File: src/rtl/tone_sequencer.sv
// Purpose : plays {note, duration} entries from a synchronous score ROM as a square wave.
// Latency : score_data sampled 2 cycles after score_addr changes; 2-cycle gap between notes.
// Backpressure: none; start is ignored while busy, stop aborts from any state on the next cycle.
//
// Optional feature macro: TONE_SEQ_LOOP_EN
//   defined   -> the terminator entry (dur == 0) restarts the score at address 0
//                and busy stays high until stop or rst; done still pulses per pass.
//   undefined -> the terminator returns the sequencer to IDLE.
//
// Ports:
//   clk, rst     system clock, asynchronous active-high reset
//   start        1-cycle pulse, begins playback at address 0 (IDLE only)
//   stop         1-cycle pulse, aborts playback (wins over start)
//   score_addr   ROM address; score_data = {note[23:16], dur[15:0]} one cycle later
//   note_num     registered note number to the external note-to-frequency scaler
//   freq_x100    scaler result (Hz x100), combinational from note_num
//   tone_out     square wave for the audio PWM pin
//   busy         high whenever the sequencer is not idle
//   done         1-cycle pulse when the terminator entry is reached
module tone_sequencer #(
  parameter int CLK_HZ  = 100_000_000,
  parameter int TICK_HZ = 1000,
  parameter int ADDR_W  = 8
) (
  input  logic              clk,
  input  logic              rst,
  input  logic              start,
  input  logic              stop,
  output logic [ADDR_W-1:0] score_addr,
  input  logic [23:0]       score_data,
  output logic [7:0]        note_num,
  input  logic [31:0]       freq_x100,
  output logic              tone_out,
  output logic              busy,
  output logic              done
);

  // Cycles per duration tick.
  localparam int TICK_DIV = CLK_HZ / TICK_HZ;
  localparam int PRE_W    = (TICK_DIV > 1) ? $clog2(TICK_DIV) : 1;
  localparam logic [PRE_W-1:0] PRE_LAST = PRE_W'(TICK_DIV - 1);

  // Phase wrap threshold: freq_x100 accumulates once per cycle, so crossing
  // CLK_HZ*50 corresponds to half a period of the requested frequency.
  localparam logic [40:0] ACC_LIM = 41'(64'(CLK_HZ) * 64'd50);

  typedef enum logic [1:0] {
    S_IDLE,
    S_FETCH,
    S_LOAD,
    S_PLAY
  } state_t;

  state_t            state;
  logic [15:0]       dur_cnt;
  logic [PRE_W-1:0]  presc;
  logic [39:0]       acc;
  logic              play_rest;

  logic [7:0]        score_note;
  logic [15:0]       score_dur;
  logic              note_is_rest;
  logic [40:0]       acc_sum;
  logic              tick_last;

  assign score_note = score_data[23:16];
  assign score_dur  = score_data[15:0];

  // Notes outside the scaler's 1..88 range play as silence; the scaler's
  // fallback output for such notes must never reach the accumulator.
  assign note_is_rest = (score_note == 8'd0) || (score_note > 8'd88);

  // One extra bit so the sum can never wrap before it is compared.
  assign acc_sum   = {1'b0, acc} + {9'd0, freq_x100};
  assign tick_last = (presc == PRE_LAST);

  always_ff @(posedge clk or posedge rst) begin
    if (rst) begin
      state      <= S_IDLE;
      score_addr <= '0;
      note_num   <= '0;
      tone_out   <= 1'b0;
      busy       <= 1'b0;
      done       <= 1'b0;
      dur_cnt    <= '0;
      presc      <= '0;
      acc        <= '0;
      play_rest  <= 1'b0;
    end else if (stop) begin
      // Abort from any state; the address is deliberately left where it was.
      state     <= S_IDLE;
      note_num  <= '0;
      tone_out  <= 1'b0;
      busy      <= 1'b0;
      done      <= 1'b0;
      dur_cnt   <= '0;
      presc     <= '0;
      acc       <= '0;
      play_rest <= 1'b0;
    end else begin
      done <= 1'b0;
      case (state)
        S_IDLE: begin
          if (start) begin
            state      <= S_FETCH;
            score_addr <= '0;
            busy       <= 1'b1;
          end
        end

        // score_addr is stable this cycle; the ROM registers it at this edge,
        // so the word is on score_data during LOAD.
        S_FETCH: begin
          state <= S_LOAD;
        end

        S_LOAD: begin
          if (score_dur == 16'd0) begin
            done     <= 1'b1;
            tone_out <= 1'b0;
`ifdef TONE_SEQ_LOOP_EN
            score_addr <= '0;
            state      <= S_FETCH;
`else
            state      <= S_IDLE;
            busy       <= 1'b0;
`endif
          end else begin
            note_num  <= score_note;
            dur_cnt   <= score_dur;
            presc     <= '0;
            acc       <= '0;
            play_rest <= note_is_rest;
            // A tone keeps its level across the gap; a rest silences at once.
            if (note_is_rest) begin
              tone_out <= 1'b0;
            end
            state <= S_PLAY;
          end
        end

        S_PLAY: begin
          // Tone generation.
          if (play_rest) begin
            acc <= '0;
          end else if (acc_sum >= ACC_LIM) begin
            acc      <= 40'(acc_sum - ACC_LIM);
            tone_out <= ~tone_out;
          end else begin
            acc <= acc_sum[39:0];
          end

          // Duration timing: the note ends on the last cycle of its last tick,
          // giving exactly dur*TICK_DIV cycles in PLAY.
          if (tick_last) begin
            presc   <= '0;
            dur_cnt <= dur_cnt - 16'd1;
            if (dur_cnt == 16'd1) begin
              score_addr <= score_addr + ADDR_W'(1);
              state      <= S_FETCH;
            end
          end else begin
            presc <= presc + PRE_W'(1);
          end
        end

        default: begin
          state <= S_IDLE;
          busy  <= 1'b0;
        end
      endcase
    end
  end

endmodule

File: config.mk
export PLATFORM = sky130hd
export DESIGN_NAME = tone_sequencer
export DESIGN_NICKNAME = d
export VERILOG_FILES = /design/src/rtl/tone_sequencer.sv
export SDC_FILE = /design/constraint.sdc
export NUM_CORES = 1
export LEC_CHECK = 0
export ABC_AREA = 1
export BUFFER_PORTS_ARGS = -buffer_cell sky130_fd_sc_hd__buf_4
export CORE_MARGIN = 1.5
export CORE_UTILIZATION = 34
export CTS_BUF_LIST = sky130_fd_sc_hd__clkbuf_8
export CTS_CLUSTER_SIZE = 20
export DETAILED_ROUTE_END_ITERATION = 6
export SYNTH_ARGS = -nofsm -noshare
export SYNTH_HDL_FRONTEND = slang
export SYNTH_SLANG_ARGS = --single-unit
File: constraint.sdc
create_clock -name clk -period 2.8 [get_ports clk]
set_input_delay 0.28 -clock clk [delete_from_list [all_inputs] [get_ports clk]]
set_output_delay 0.28 -clock clk [all_outputs]
set_load 0.03 [all_outputs]
==> results of run 1 <==
## report_power, final
part           switching [uW]  total (uW)  leakage, uW  internal [uW]
Sequential               94.2        1570      0.00130           1480
Combinational            1120        1880      0.00564            759
Clock                     605         949    0.0000916            344
## synthesized netlist by cell type, types with 3 or more instances
library cell	number	share of area, %
o22ai_1	7	0.47
nor3_2	3	0.32
nor4_1	9	0.61
nand3_2	4	0.43
o21ai_0	63	3.4
ha_1	41	5.5
nand3_1	119	6.4
a21oi_1	65	3.5
clkinv_1	4	0.16
o21ai_1	18	0.97
nor3b_1	6	0.48
buf_4	4	0.32
inv_1	270	11
o32ai_1	6	0.56
dfrtp_1	95	26
clkbuf_1	16	0.65
o21bai_1	3	0.24
nor2_2	19	1.3
inv_2	17	0.69
a22o_1	3	0.28
nand4_1	24	1.6
nand2_1	570	23
xnor2_1	3	0.28
xor2_1	9	0.85
nand3b_1	8	0.65
nor2_1	133	5.4
a211oi_1	3	0.24
nor3_1	26	1.4
nand2_2	23	1.5
## path summary, 6_finish.rpt
path	from	to	slack (ns)
min in group asynchronous	rst	note_num[4]	0.53
max in group asynchronous	rst	note_num[7]	1.53
max reg2reg	acc[0]	acc[22]	-0.30
max	acc[0]	acc[22]	-0.30
min reg2reg	presc[15]	presc[15]	0.52
min	stop	note_num[0]	0.1
## cell families (layout without fill, tap and decap cells)
group                    Yosys count  count (layout)  synth area share, %
AND/OR/NAND/NOR                  951             951                43.85
flip-flops                        95              95                25.56
AO/OA/AOI/OAI                    181             181                10.73
XOR/XNOR                          12              12                1.130
adder cells (fa/ha/maj)           42              42                5.730
buffers and inverters            314             623                12.99
## repair_timing
item / 4_1_cts / 5_1_grt
endpoints found under the setup margin: 32 / 39
hold buffers: 1 / 0
gates cloned: 2 / 1
resized for setup: 123 / 146
setup buffers: 23 / 14
pin swaps: 21 / 38
endpoints found under the hold margin: 11 / 0
## through the flow
stage                     instances  util (%)
final                          2245     49.82
after global routing           2245     49.82
after CTS                      2234     47.19
after detailed placement       2194     43.72
after global placement         2194     43.72
after floorplan                1595         -
## routing by layer
layer | global-route usage [%] | wire length [um] | part of all wire [%]
met5 | 0 | 0 | 0
met2 | 40.16 | 16360 | 48
met1 | 30.70 | 15160 | 45
met4 | 8.075 | 1148 | 3.4
met3 | 2.233 | 1237 | 3.6
## placed cells by master (no fill, tap or decap), types with 4 or more instances in the layout
master	synthesis	routed
nand2_2	23	77
clkbuf_8	0	9
nor3_1	26	24
buf_6	2	7
ha_1	41	12
nand3_2	4	26
nand2_4	1	24
nand3_4	1	6
o32ai_1	6	6
nor2_2	19	37
ha_4	0	26
clkinv_1	4	4
buf_4	4	303
o21ai_1	18	20
nor4_1	9	7
o22ai_1	7	7
dfrtp_2	0	6
nor3b_1	6	6
xor2_1	9	9
dfrtp_1	95	89
nand4_1	24	24
o21ai_0	63	58
a21oi_1	65	45
nand3b_1	8	8
nor2_1	133	99
nand3_1	119	92
inv_1	270	267
nor2_4	2	18
inv_2	17	19
nand2_1	570	493
buf_12	0	4
a21oi_2	0	20
## cell type report
| class | instances | area, sq um | area share (%) |
|---|---|---|---|
| multi-input combinational | 1186 | 6829 | 51.00 |
| timing repair buffer | 316 | 2469 | 18.44 |
| sequential | 95 | 2385 | 17.81 |
| inverter | 291 | 1095 | 8.176 |
| tap | 341 | 426.7 | 3.186 |
| clock buffer | 9 | 123.9 | 0.9251 |
| clock inverter | 7 | 62.56 | 0.4672 |
## sequential cells by signal, indices dropped and copies added, names as in the netlist
| name | count |
|---|---|
| tone_out | 1 |
| score_addr | 8 |
| busy | 1 |
| dur_cnt | 16 |
| done | 1 |
| note_num | 8 |
| presc | 17 |
| state | 2 |
| acc | 40 |
| play_rest | 1 |
==> impl_metrics.ini, run 1 <==
[clock_network]
clock_path_buffers = 2
cts.sinks = 95
clk_latency_ns = 0.39
cts_max_level = 3
numCtsBuffers = 9
cts_tree = built
clkSlewWorstSetupHoldPaths_ns = 0.12
root_buffer = clkbuf_8

[power_and_ir_drop]
leakage_uw = 0.007026
power_density_nw_per_um2 = 328.8
peakVddDrop_uv = 210.9
total_power_uw = 4402

[final_layout]
final_nets = 2001
syn2layout_area_growth_pct = 43.96
drive_above_1_share_pct = 31.88
fin_area_sq_um = 13390
diodes = 0
fill_cells = 2778

[placed_design]
place_ws_ns = -0.5154
hpwl_um = 26410
port_buffers = 78
post_dp_cell_area_sq_um = 11750
gp_congestion = 0.9733

[sta]
hold_violations = 0
min_period_ns = 3.103
tightest_slew_ns = 0.6430
holdWs_ns = 0.09715
timing.final.crit_share_pct = 110.8
setup_slack_ns = -0.3030
max_freq_ghz = 0.3223
slew_headroom_pct = 57.13
final_max_slew_viol_count = 0
setup_viol = 32
rsz0062_at_grt = yes
fin_worst_skew_ns = 0.01777
setup_tns_ns = -8.293

[global_routing]
grt_pass1_wl_um = 52360
grt_max_degree = 47
grt_overflow_total = 0
antenna_found_initial = 0
grt_pass1_vias = 10160
grtUsageTotal_pct = 23.40

[setup_path]
critPathMaxStageDelay_ns = 0.36
cp-start-kind = flip-flop
critPathBufInv = 7
end_kind = flip-flop
cp_cell_sequence = ha_2 -> inv_2 -> fa_2 -> inv_2 -> nand2_4 -> a21oi_2 -> buf_4 -> nand2_1 -> nand3_2 -> nand2_4 -> buf_4 -> nand3_2 -> nand2_4 -> nand2_2 -> inv_2 -> nand2_2 -> nor3_4 -> nand2_2 -> nand3_4 -> buf_12 -> clkbuf_16 -> a21oi_2 -> o21ai_1
path_class = reg2reg
worstRegToRegCells = 23
arrival_ns = 3.38
cp_slowest_cell = dfrtp_1
cp_num_cells = 23
critPathRequiredTime_ns = 3.08
cp_top_family = simple AND/OR/NAND/NOR gates
cp_max_fo = 7

[drt]
post_drt_wl_per_cell_um = 15.10
drtAntennaViolNets = 0
drc = 0
vias = 11030
firstDrtPassIters = 5
routed_wl_um = 33910
drt_iter0_markers = 523
routed_via_density = 4.913

[synth]
syn_area_sq_um = 9301
yosysUniqueCellTypes = 46
yosysWarnings = 0
syn_inst = 1595
synth_fp_nets = 1697
synth-edff-count = 0
synth_ff_type = dfrtp_1
ys_ff_latch = 95
async_flop_share_pct = 100.0
synth.yosys.seq_area_share_pct = 25.56
syn_avg_cell_area_sq_um = 5.832

[floorplan]
start_util_pct = 34.61
fp.dieW_um = 168.4
die_y_um = 168.4
coreArea_sq_um = 26880
dieArea_sq_um = 28360
io_pins = 79
num_rows = 60

[hold_path]
worstHoldPathCells = 2
hp-class = in2reg

[run_status]
violations = negative setup slack
status = finished with violations

[flow_run]
maxCapViolCount = 0
No activity file was read; power rests on OpenSTA's default activity.
==> inputs of run 2 (changes only) <==
--- a/config.mk
+++ b/config.mk
@@ -9,7 +9,8 @@
 export BUFFER_PORTS_ARGS = -buffer_cell sky130_fd_sc_hd__buf_4
 export CORE_MARGIN = 1.5
 export CORE_UTILIZATION = 34
-export CTS_BUF_LIST = sky130_fd_sc_hd__clkbuf_8
+export CTS_BUF_LIST = sky130_fd_sc_hd__clkbuf_4 sky130_fd_sc_hd__clkbuf_8 sky130_fd_sc_hd__clkbuf_16
+export CTS_CLUSTER_DIAMETER = 120
 export CTS_CLUSTER_SIZE = 20
 export DETAILED_ROUTE_END_ITERATION = 6
 export SYNTH_ARGS = -nofsm -noshare
==> run 2 against run 1 <==
The flow finishes with violations (negative hold slack, negative setup slack). Via count fell by 0.59%. Sequential cell count did not move. Cell area rose by 0.78%. Combinational power barely moved. Clock skew fell by 0.0032 ns. Non-clock buffer count fell by 5.
==> impl_metrics.ini, run 2 (synthesized netlist as in run 1, its figures left out) <==
[final_layout]
drive_above_1_share_pct = 31.91
fill_cells = 2771
final_nets = 1996
final_cells = 2240
postLayoutCoreUtil_pct = 50.21
top_register = acc
largest_reg_flops = 40
final_common_cell = nand2_1
diodes = 0
syn2layout_area_growth_pct = 45.08
fin_area_sq_um = 13490
reg_top3 = acc x40, presc x17, dur_cnt x16
most-common-layout-cells = 493 x nand2_1, 298 x buf_4, 266 x inv_1, 103 x nor2_1, 90 x dfrtp_1

[setup_path]
cp_num_cells = 21
critPathMaxStageDelay_ns = 0.42
timing.rr.start = acc[30]
cp_slowest_cell = dfrtp_1
cpMostUsedCell = nand2_1
critPathLaunch = acc[30]
cp_max_fo = 6
ff2ff_setup_slack_ns = -0.35
cp_cell_sequence = ha_1 -> nand2_1 -> nor2_1 -> inv_1 -> nor2_1 -> a21oi_2 -> nand2_2 -> nand2_1 -> nand2_2 -> nand2_4 -> nor2_2 -> nand2_2 -> nand2_2 -> nor2_4 -> nand3_4 -> buf_12 -> clkinvlp_4 -> nand2_1 -> nand2_1 -> nand2_1 -> nand2_1
cp_top_family = simple AND/OR/NAND/NOR gates
critPathBufInv = 3
end_kind = flip-flop
cp-start-kind = flip-flop
arrival_ns = 3.40
worstRegToRegCells = 21
critPathRequiredTime_ns = 3.05
path_class = reg2reg

[power_and_ir_drop]
total_power_uw = 4707
p_switching_uw = 1848
leakage_uw = 0.007055
pwr-share-comb_pct = 40.0
power_density_nw_per_um2 = 348.8
p_int_uw = 2859
clkPwrFrac_pct = 26.6
peakVddDrop_uv = 250.0
swShare_pct = 39.26
seq_power_share_pct = 33.4

[clock_network]
clkSlewWorstSetupHoldPaths_ns = 0.07
cts.sinks = 95
clk_latency_ns = 0.36
root_buffer = clkbuf_16
cts_max_level = 3
clock_path_buffers = 2
cts_tree = built
numCtsBuffers = 9

[floorplan]
dieArea_sq_um = 28360
num_rows = 60
coreArea_sq_um = 26880
die_y_um = 168.4
io_pins = 79
start_util_pct = 34.61
fp.dieW_um = 168.4

[global_routing]
grt_pass1_wl_um = 52790
grt_pass1_vias = 10330
grtUsageTotal_pct = 23.50
antenna_found_initial = 0
grt_overflow_total = 0
grt_max_degree = 47

[sta]
rsz0062_at_grt = yes
min_period_ns = 3.149
tightest_slew_ns = 0.6383
final_max_slew_viol_count = 0
max_freq_ghz = 0.3175
slew_headroom_pct = 57.21
holdWs_ns = -0.002436
hold_violations = 1
fin_worst_skew_ns = 0.01456
setup_slack_ns = -0.3492
setup_viol = 32
timing.final.crit_share_pct = 112.5

[flow_run]
maxCapViolCount = 0

[drt]
post_drt_wl_per_cell_um = 14.90
routed_wl_um = 33370
routed_via_density = 4.895
drt_iter0_markers = 575
drtAntennaViolNets = 0
drc = 0
vias = 10960
firstDrtPassIters = 5

[run_status]
violations = negative hold slack, negative setup slack
status = finished with violations

[hold_path]
hp-class = in2async

[placed_design]
dp.cells = 2194
gp_congestion = 0.9733
port_buffers = 78
hpwl_um = 26410
post_dp_cell_area_sq_um = 11750
## run 2: cell types whose count changed in the layout (fill, tap and decap cells not counted), moves of 6 or more
cell / delta
clkbuf_8: -9
nand3_1: -8
clkbuf_16: +9
nand3_2: +10
nand2_2: +6
nand2_4: -6
## run 2: repair_timing
item,in CTS,in global routing
setup buffers,20,6
hold endpoints to repair,0,0
setup endpoints to repair,32,38
hold buffers,0,0
pin swaps,34,39
cloned,3,1
resized for setup,147,125
## run 2: power by group through the flow
stage                     clock [uW]  sequential [uW]  combinational [uW]
after global routing            1350             1590                2090
after global placement             0             1590                1640
after floorplan                    0             1620                 956
after CTS                       1290             1570                1780
final                           1250             1570                1880
after detailed placement           0             1600                1660
## run 2: cell type report
class                   instances  area [sq um]  share of cell area, %
well taps                     341         426.7                  3.162
clock inverters                 7         62.56                 0.4636
clock buffers                   9         225.2                  1.669
repair buffers                311          2476                  18.35
multi-input cells            1186          6822                  50.55
flip-flops and latches         95          2384                  17.66
inverters                     291          1099                  8.141
## run 2: final timing paths
check	to
worst max-delay path	acc[30]
worst min-delay path	note_num[4]
worst max register to register	acc[30]
worst min register to register	acc[26]
max in group asynchronous	dur_cnt[9]
min in group clk	note_num[0]
## run 2: layer usage
| metal | track usage (%) | vias up | part of all wire, % |
|---|---|---|---|
| li1 | - | 5623 | - |
| met4 | 7.376 | 0 | 2.9 |
| met3 | 2.092 | 42 | 3.7 |
| met1 | 30.54 | 5084 | 45 |
| met5 | 0 | - | 0 |
| met2 | 41.17 | 215 | 49 |
## run 2: stage by stage
| stage | setup slack, ns | setup TNS [ns] |
|---|---|---|
| finish | -0.3492 | -8.626 |
| global route | -0.4972 | -13.58 |
| CTS | -0.3606 | -8.815 |
| detailed placement | -0.5154 | -13.63 |
| global placement | -0.4636 | -12.27 |
| floorplan | 0.005530 | 0 |
==> inputs of run 3 (changes only) <==
--- a/config.mk
+++ b/config.mk
@@ -6,13 +6,15 @@
 export NUM_CORES = 1
 export LEC_CHECK = 0
 export ABC_AREA = 1
-export BUFFER_PORTS_ARGS = -buffer_cell sky130_fd_sc_hd__buf_4
+export BUFFER_PORTS_ARGS = -buffer_cell sky130_fd_sc_hd__buf_2
+export CAP_MARGIN = 20
 export CORE_MARGIN = 1.5
 export CORE_UTILIZATION = 34
 export CTS_BUF_LIST = sky130_fd_sc_hd__clkbuf_4 sky130_fd_sc_hd__clkbuf_8 sky130_fd_sc_hd__clkbuf_16
 export CTS_CLUSTER_DIAMETER = 120
 export CTS_CLUSTER_SIZE = 20
 export DETAILED_ROUTE_END_ITERATION = 6
+export PLACE_DENSITY_LB_ADDON = 0.15
 export SYNTH_ARGS = -nofsm -noshare
 export SYNTH_HDL_FRONTEND = slang
 export SYNTH_SLANG_ARGS = --single-unit
==> run 3 against run 2 <==
The run ends with negative setup slack left. Cell count down 0.40%. Worst hold slack gained 0.034 ns. Register-to-register slack is essentially flat. Die area unchanged. Critical endpoint is now acc[9].
==> impl_metrics.ini, run 3 (synthesized netlist as in run 1, its figures left out) <==
[hold_path]
hp-class = in2async

[setup_path]
path_class = reg2reg
cp-start-kind = flip-flop
cpMostUsedCell = nand2_4
critPathBufInv = 5
critPathMaxStageDelay_ns = 0.35
critPathRequiredTime_ns = 3.10
cp_slowest_cell = dfrtp_1
cp_num_cells = 26
worstRegToRegCells = 26
end_kind = flip-flop
arrival_ns = 3.44
cp_max_fo = 5
cp_top_family = simple AND/OR/NAND/NOR gates

[placed_design]
hpwl_um = 27160
place_ws_ns = -0.5570
gp_congestion = 0.9725
post_dp_cell_area_sq_um = 11510
port_buffers = 78

[final_layout]
fill_cells = 2819
syn2layout_area_growth_pct = 43.31
most-common-layout-cells = 484 x nand2_1, 265 x inv_1, 207 x buf_4, 96 x nor2_1, 89 x dfrtp_1
final_common_cell = nand2_1
drive_above_1_share_pct = 31.96
diodes = 0
fin_area_sq_um = 13330
seq_area_sq_um = 2385
largest_reg_flops = 40
multi_input_area_sq_um = 6927
reg_top3 = acc x40, presc x17, dur_cnt x16
final_nets = 1987
top_register = acc

[sta]
tightest_slew_ns = 0.7237
setup_slack_ns = -0.3488
final_max_slew_viol_count = 0
timing.final.crit_share_pct = 112.5
setup_viol = 32
max_freq_ghz = 0.3176
slew_headroom_pct = 51.76
hold_violations = 0
rsz0062_at_grt = yes
fin_worst_skew_ns = 0.01472
setup_tns_ns = -8.866
min_period_ns = 3.149

[global_routing]
grt_pass1_vias = 10610
grtUsageTotal_pct = 24.92
antenna_found_initial = 0
grt_max_degree = 53
grt_pass1_wl_um = 55340
grt_overflow_total = 0

[clock_network]
root_buffer = clkbuf_16
cts.sinks = 95
cts_max_level = 3
cts_tree = built
clock_path_buffers = 2
clkSlewWorstSetupHoldPaths_ns = 0.08
numCtsBuffers = 9
clk_latency_ns = 0.36

[drt]
routed_via_density = 4.878
routed_wl_um = 34470
drt_iter0_markers = 601
firstDrtPassIters = 6
drc = 0
drtAntennaViolNets = 0
post_drt_wl_per_cell_um = 15.45
vias = 10880

[power_and_ir_drop]
peakVddDrop_uv = 251.1
leakage_uw = 0.006979
power_density_nw_per_um2 = 353.8

[floorplan]
die_y_um = 168.4
dieArea_sq_um = 28360
coreArea_sq_um = 26880
start_util_pct = 34.61
io_pins = 79
num_rows = 60
fp.dieW_um = 168.4

[run_status]
violations = negative setup slack
status = finished with violations

[flow_run]
maxCapViolCount = 0
-- run 3: changes by cell type in the layout (fill, tap and decap cells not counted), sizes merged --
cell,previous run,this run
buf,310,301
clkbuf,10,11
clkinv,5,4
clkinvlp,3,4
inv,290,289
-- run 3: worst paths after layout --
path	from	endpoint	slack, ns
worst max-delay path	acc[0]	acc[9]	-0.35
worst min-delay path	rst	score_addr[7]	0.03
worst max register to register	acc[0]	acc[9]	-0.35
worst min register to register	note_num[2]	note_num[2]	0.51
max in group asynchronous	rst	acc[20]	2.04
min in group clk	score_data[18]	note_num[2]	0.17
-- run 3: layout make-up --
cell class	count	area share, %
Tap cell	341	3.201
Timing Repair Buffer	302	16.52
Inverter	291	8.279
Sequential cell	95	17.89
Clock buffer	10	1.746
Clock inverter	6	0.4036
Multi-Input combinational cell	1186	51.96
-- run 3: layer usage --
| metal | GRT usage (%) | vias to the layer above | routed length [um] |
|---|---|---|---|
| li1 | - | 5595 | - |
| met1 | 32.55 | 5027 | 15780 |
| met2 | 42.23 | 202 | 16250 |
| met3 | 3.056 | 58 | 1254 |
| met4 | 8.967 | 0 | 1188 |
| met5 | 0 | - | 0 |
-- run 3: worst register-to-register path, stage by stage, from the launching register on --
cell and delay (ns):
dfrtp_1 0.35, ha_2 0.19, inv_2 0.04, fa_2 0.34, inv_2 0.09, nand2_4 0.07
nand2_4 0.07, nand3_2 0.07, nand2_2 0.09, buf_6 0.11, nand2_4 0.06, nand2_4 0.12
nand2_4 0.06, nand2_2 0.07, nand2_2 0.06, nand2_4 0.11, nand2_4 0.09, nor2_4 0.12
nand2_2 0.08, nor2_4 0.13, nand3_2 0.10, nand3_4 0.16, clkinvlp_4 0.18, buf_12 0.18
nand2_2 0.06, nand3_2 0.05, nand2_1 0.06
-- run 3: per-stage QoR --
stage / instances / hold WS (ns) / util [%] / power, uW
2_1_floorplan: 1595 / 0.3431 / - / 2573
3_3_place_gp: 2185 / 0.4665 / 42.83 / 3223
3_5_place_dp: 2185 / 0.4567 / 42.83 / 3231
4_1_cts: 2225 / 0.07047 / 47.85 / 4675
5_1_grt: 2231 / 0.1009 / 49.60 / 5041
6_report: 2231 / 0.03129 / 49.60 / 4716
-- run 3: power by group --
group	total (uW)	internal, uW	leakage, uW	switching, uW
sequential	1570	1480	0.00130	91.2
combinational	1870	713	0.00555	1160
clock	1270	631	0.000133	641
-- run 3: what timing repair did --
item                                   in CTS  in global routing
buffers inserted                           22                  9
endpoints found under the hold margin       0                  0
setup endpoints to repair                  32                 32
gates resized for setup                   183                117
pin swaps                                  39                 49
cloned                                      2                  1
hold buffers                                0                  0
